`src/rtl/serial_pkg.sv`:
```
// Shared types and helpers for the serial load controller: the FSM state
// encoding, the default word width and a width-aware bit-reverse helper.
package serial_pkg;

    // Controller FSM states, 2-bit encoding.
    typedef enum logic [1:0] {
        IDLE  = 2'd0,
        CLEAR = 2'd1,
        SHIFT = 2'd2,
        DONE  = 2'd3
    } state_t;

    // Default word width / shift-register length.
    localparam int DEFAULT_WIDTH = 4;

    // Widest word the bit-reverse helper can handle.
    localparam int MAX_WIDTH = 64;

    // Reverse the low w bits of v; bits at and above w come back as zero.
    function automatic logic [MAX_WIDTH-1:0] bit_reverse(
        input logic [MAX_WIDTH-1:0] v,
        input int unsigned          w
    );
        logic [MAX_WIDTH-1:0] r;
        r = '0;
        for (int i = 0; i < MAX_WIDTH; i++) begin
            if (i < int'(w)) begin
                r[int'(w) - 1 - i] = v[i];
            end
        end
        return r;
    endfunction

endpackage

```
`src/rtl/serial_load_ctrl_sr_shift.sv`:
```
// Serial-in shift register, shifting toward the MSB: Q <= {Q[WIDTH-2:0], D}.
// Synchronous clear (also driven by reset) has priority over the shift enable.
module sr_shift #(
    parameter int WIDTH = 4
) (
    input  logic             clk,
    input  logic             rst,
    input  logic             clr,
    input  logic             en,
    input  logic             D,
    output logic [WIDTH-1:0] Q
);

    // Clear wins over shift; otherwise shift one bit in when enabled.
    always_ff @(posedge clk) begin
        if (rst || clr) begin
            Q <= '0;
        end else if (en) begin
            Q <= {Q[WIDTH-2:0], D};
        end
    end

endmodule

```
`src/rtl/serial_load_ctrl.sv`:
```
// Sequencer that accepts a parallel word, clears the owned shift register,
// shifts the word in one bit per clock and returns the reassembled word over
// an output valid/ready handshake.
//
// Build option MSB_FIRST_EN:
//   defined   - shadow word is shifted MSB first, so Q ends equal to the word.
//   undefined - shadow word is shifted LSB first, Q ends bit-reversed and the
//               result is reversed back before it is presented.
// Handshake timing is identical in both builds.
module serial_load_ctrl
    import serial_pkg::*;
#(
    parameter int WIDTH = DEFAULT_WIDTH
) (
    input  logic             clk,
    input  logic             rst,
    input  logic             in_valid,
    input  logic [WIDTH-1:0] in_data,
    output logic             in_ready,
    output logic             out_valid,
    output logic [WIDTH-1:0] out_data,
    input  logic             out_ready,
    output logic             D,
    output logic [WIDTH-1:0] Q,
    output logic             busy
);

    localparam int                CNT_W    = (WIDTH > 2) ? $clog2(WIDTH) : 1;
    localparam logic [CNT_W-1:0]  LAST_CNT = CNT_W'(WIDTH - 1);

    if (WIDTH < 2 || WIDTH > MAX_WIDTH) begin : g_width_check
        $error("serial_load_ctrl: WIDTH must be in 2..%0d", MAX_WIDTH);
    end

    state_t           state;
    logic [CNT_W-1:0] cnt;
    logic [WIDTH-1:0] shadow;
    logic             bit_sel;
    logic             sr_clr;
    logic             sr_en;
    logic [WIDTH-1:0] q_next;
    logic [WIDTH-1:0] recovered;

    // Bit order of the serial stream and the matching recovery of the word.
`ifdef MSB_FIRST_EN
    assign bit_sel   = shadow[LAST_CNT - cnt];
    assign recovered = q_next;
`else
    assign bit_sel   = shadow[cnt];
    assign recovered = WIDTH'(bit_reverse(MAX_WIDTH'(q_next), WIDTH));
`endif

    // Serial bit is only driven while shifting; it is zero otherwise.
    assign D      = (state == SHIFT) ? bit_sel : 1'b0;
    assign sr_en  = (state == SHIFT);
    assign sr_clr = rst | (state == CLEAR);

    // Register contents after the shift happening this cycle; on the last
    // shift this is the final content, captured into out_data so the result
    // is registered the same cycle out_valid rises.
    assign q_next = {Q[WIDTH-2:0], D};

    // Control decodes: accept only in IDLE and never while reset is held.
    assign in_ready = (state == IDLE) & ~rst;
    assign busy     = (state != IDLE);

    sr_shift #(
        .WIDTH (WIDTH)
    ) u_sr_shift (
        .clk (clk),
        .rst (rst),
        .clr (sr_clr),
        .en  (sr_en),
        .D   (D),
        .Q   (Q)
    );

    // Load sequencer: IDLE -> CLEAR -> SHIFT x WIDTH -> DONE -> IDLE.
    always_ff @(posedge clk) begin
        if (rst) begin
            state     <= IDLE;
            cnt       <= '0;
            shadow    <= '0;
            out_valid <= 1'b0;
            out_data  <= '0;
        end else begin
            case (state)
                IDLE: begin
                    if (in_valid) begin
                        shadow <= in_data;
                        cnt    <= '0;
                        state  <= CLEAR;
                    end
                end
                CLEAR: begin
                    state <= SHIFT;
                end
                SHIFT: begin
                    if (cnt == LAST_CNT) begin
                        state     <= DONE;
                        out_valid <= 1'b1;
                        out_data  <= recovered;
                    end else begin
                        cnt <= cnt + CNT_W'(1);
                    end
                end
                DONE: begin
                    if (out_ready) begin
                        state     <= IDLE;
                        out_valid <= 1'b0;
                        out_data  <= '0;
                    end
                end
                default: begin
                    state <= IDLE;
                end
            endcase
        end
    end

endmodule

```
`config.mk`:
```
export PLATFORM = sky130hd
export DESIGN_NAME = serial_load_ctrl
export DESIGN_NICKNAME = d
export VERILOG_FILES = /design/src/rtl/serial_pkg.sv /design/src/rtl/serial_load_ctrl_sr_shift.sv /design/src/rtl/serial_load_ctrl.sv
export SDC_FILE = /design/constraint.sdc
export NUM_CORES = 1
export LEC_CHECK = 0
export CELL_PAD_IN_SITES_DETAIL_PLACEMENT = 1
export CELL_PAD_IN_SITES_GLOBAL_PLACEMENT = 1
export CORE_UTILIZATION = 30
export CTS_CLUSTER_SIZE = 10
export DETAILED_ROUTE_END_ITERATION = 16
export PLACE_DENSITY_LB_ADDON = 0.1
export SLEW_MARGIN = 20
export SYNTH_ARGS = -nofsm -noshare
export SYNTH_HDL_FRONTEND = slang
export SYNTH_SLANG_ARGS = --single-unit
```
`constraint.sdc`:
```
create_clock -name clk -period 3.5 [get_ports clk]
set_input_delay 0.525 -clock clk [delete_from_list [all_inputs] [get_ports clk]]
set_output_delay 0.525 -clock clk [all_outputs]
set_load 0.1 [all_outputs]
```
==> results.txt <==
Clock power frac - 15.1%
Switch share - 47.7%
H-tree depth - 1
Die Span Y - 54.8 um
Synthesized flop and latch total - 17
Global Route Usage Sum - 16.0%
Largest net degree at the start of global routing - 19
Slew Viols, Final - 0
Clk root buf - clkbuf_4
# diodes - 0
Clk_lat worst skew - 290 ps
Setup bufs post-CTS - 0
Syn Inst Count - 94
Area leader, netlist - dfxtp_1
Rows - 18
Core box area - 2570 um^2
Layout cells sized above 1 - 9.65%
Net Sw Power - 339 uW
Seq pwr share - 33.9%
Worst min path class - flip-flop to flip-flop
Min-delay src - shadow[2]
Synth area leaders - dfxtp_1 41%, ha_1 9.0%, mux2i_1 8.4%
Synth top area share - 40.7%
Hold_buf cts - 0
Overall Power - 710 uW
Nature of the critical path endpoint - primary output
Routability cong. - 0.759
Max cap viols - 0
P_int - 372 uW
Clock sinks - 17
Final setup viols - 0
DRT met1 WL - 975 um
Max FO, Critical Path - 12
Hold depth - 2
Static leakage - 0.383 nW
Internal reg-to-reg setup slack - 1650 ps
CP Launch Type - flip-flop
Met2 wire len - 925 um
FILL cells - 329
Hold Path End - shadow[2]
Worst VDD drop - 0.447 mV
Drt total wl - 2000 um
DIE AREA - 3010 um^2
Grt ovf - 0
Critical Path RT - 2970 ps
1st-iter DRT viols - 2
Synth warn - 0
WHS - 464 ps
RSZ-0062 raised after global routing - no
Post-DP HPWL - 1470 um
R2r endpoint - out_valid
Vias per cell - 5.19
Crit Reg-Reg Startpoint - state[0]
Port-buffer cells - 19
Sequential area share after synthesis - 40.7%
Outcome - finished, final reports clean
Worst r2r path cells - 5
DR vias - 747
Crit Path Category - flip-flop to primary output
Combinational share of power - 51.0%
Yosys cell types - 26
Initial core utilization - 32.6%
CTS tree - yes
Power Density - 666 nW/um^2
Fin nets - 129
Worst Max-Slew Pin Slew - 963 ps
Drt pass-1 iters - 2
WP data arrival - 2000 ps
Top Layer Used - met4
Max clock buf depth - 2
First-pass GRT wire length - 3320 um
Final ANT Viol Nets - 0
Initial antenna violation count - 0
Endpoints failing hold - 0
# IOs - 20
Vias in the first global route - 747
Period utilization - 72.1%
Avg WL per Cell - 13.9 um
Mapped cell area - 837 um^2
DRC - 0
Cts repair resizes - 0
Sum Neg Setup Slack - 0 ps
Die width - 54.8 um
P&R area growth vs syn - 27.5%
Met3 Wirelength - 87 um
FMAX - 396 MHz
Mapped Nets - 108
Clk_skew - 2.79 ps
Synthesized area per cell - 8.90 um^2
Period minus WS final - 2520 ps
Clock Pin Slew Worst Setup and Hold Paths - 100 ps
CTS buffer count - 3
Slew headroom - 35.6%
synthesized netlist by cell type:
master,n
nand2_1,6
inv_1,4
nor2b_1,2
a31oi_1,1
and2_1,1
nor2_1,5
and2b_4,1
a21oi_1,10
buf_2,1
clkbuf_1,2
dfxtp_1,17
nand3b_1,4
o21ai_0,6
or2b_1,1
buf_6,1
a211oi_1,1
nand3_1,5
nor3_1,7
o22ai_2,1
nor3_2,1
a22oi_1,1
ha_1,6
or2_1,1
mux2i_1,7
nor2_2,1
a32oi_1,1
layout make-up:
type                       count  area, um^2  area share (%)
tap                           30        37.5            3.52
timing repair buffer          20         190            17.8
inverter                       4        15.0            1.41
clock buffer                   4        26.3            2.46
multi-input combinational     69         458            42.9
sequential                    17         340            31.9
cell usage in the layout (no fill, tap or decap), types with 2 or more instances in the layout:
| master | Yosys | routed |
|---|---|---|
| mux2i_1 | 7 | 7 |
| buf_4 | 0 | 4 |
| nor3_1 | 7 | 7 |
| nand3_1 | 5 | 5 |
| a21oi_1 | 10 | 10 |
| o21ai_0 | 6 | 6 |
| ha_1 | 6 | 6 |
| nand2_1 | 6 | 6 |
| nor2_1 | 5 | 5 |
| clkdlybuf4s50_1 | 0 | 16 |
| nor2b_1 | 2 | 2 |
| dfxtp_1 | 17 | 17 |
| inv_1 | 4 | 4 |
| nand3b_1 | 4 | 4 |
| clkbuf_4 | 0 | 3 |
metal layers:
layer,track usage (%),vias up
li1,-,371
met4,4.70,0
met2,27.1,15
met5,0,-
met1,18.4,359
met3,6.11,2
worst max path at each step:
stage                     slack (ps)  cells past startpoint       end     start
after floorplan                  470                      5  in_ready  state[0]
after global placement          1350                      5         D  state[0]
after detailed placement        1290                      5         D  state[0]
after CTS                        940                      5         D  state[0]
after global routing             840                      5         D  state[0]
final                            980                      5         D  state[0]
cells by family after synthesis:
group                      count (synthesis)  share of synthesized area (%)
and+or+nand+nor                           35                           22.7
AOI/OAI and AO/OA                         21                           14.7
DFF                                       17                           40.7
buffers and inverters                      8                           4.63
muxes                                      7                           8.37
adders and majority gates                  6                           8.97
power by group through the flow:
stage	sequential, mW	clock (mW)	combinational [mW]
6_report	0.241	0.107	0.362
5_1_grt	0.244	0.124	0.395
4_1_cts	0.241	0.114	0.369
3_5_place_dp	0.246	0	0.368
3_3_place_gp	0.243	0	0.359
2_1_floorplan	0.258	0	0.277
stage by stage:
stage | instance area, um^2 | setup slack [ps] | utilization [%] | instances
global route | 1070 | 841 | 41.6 | 144
finish | 1070 | 977 | 41.6 | 144
CTS | 1070 | 945 | 41.6 | 144
global placement | 1040 | 1350 | 40.5 | 140
floorplan | 837 | 465 | - | 94
detailed placement | 1040 | 1290 | 40.5 | 140
worst max-delay path: stages (launching register included):
cell and delay, ps:
dfxtp_1 360, inv_1 100, ha_1 470, or2b_1 280, o22ai_2 170, buf_4 330
sequential cells by signal, summed over array words and instances (netlist names):
name          count
cnt               2
u_sr_shift.Q      4
out_valid         1
state             2
shadow            4
out_data          4
No activity file was read; power rests on OpenSTA's default activity.
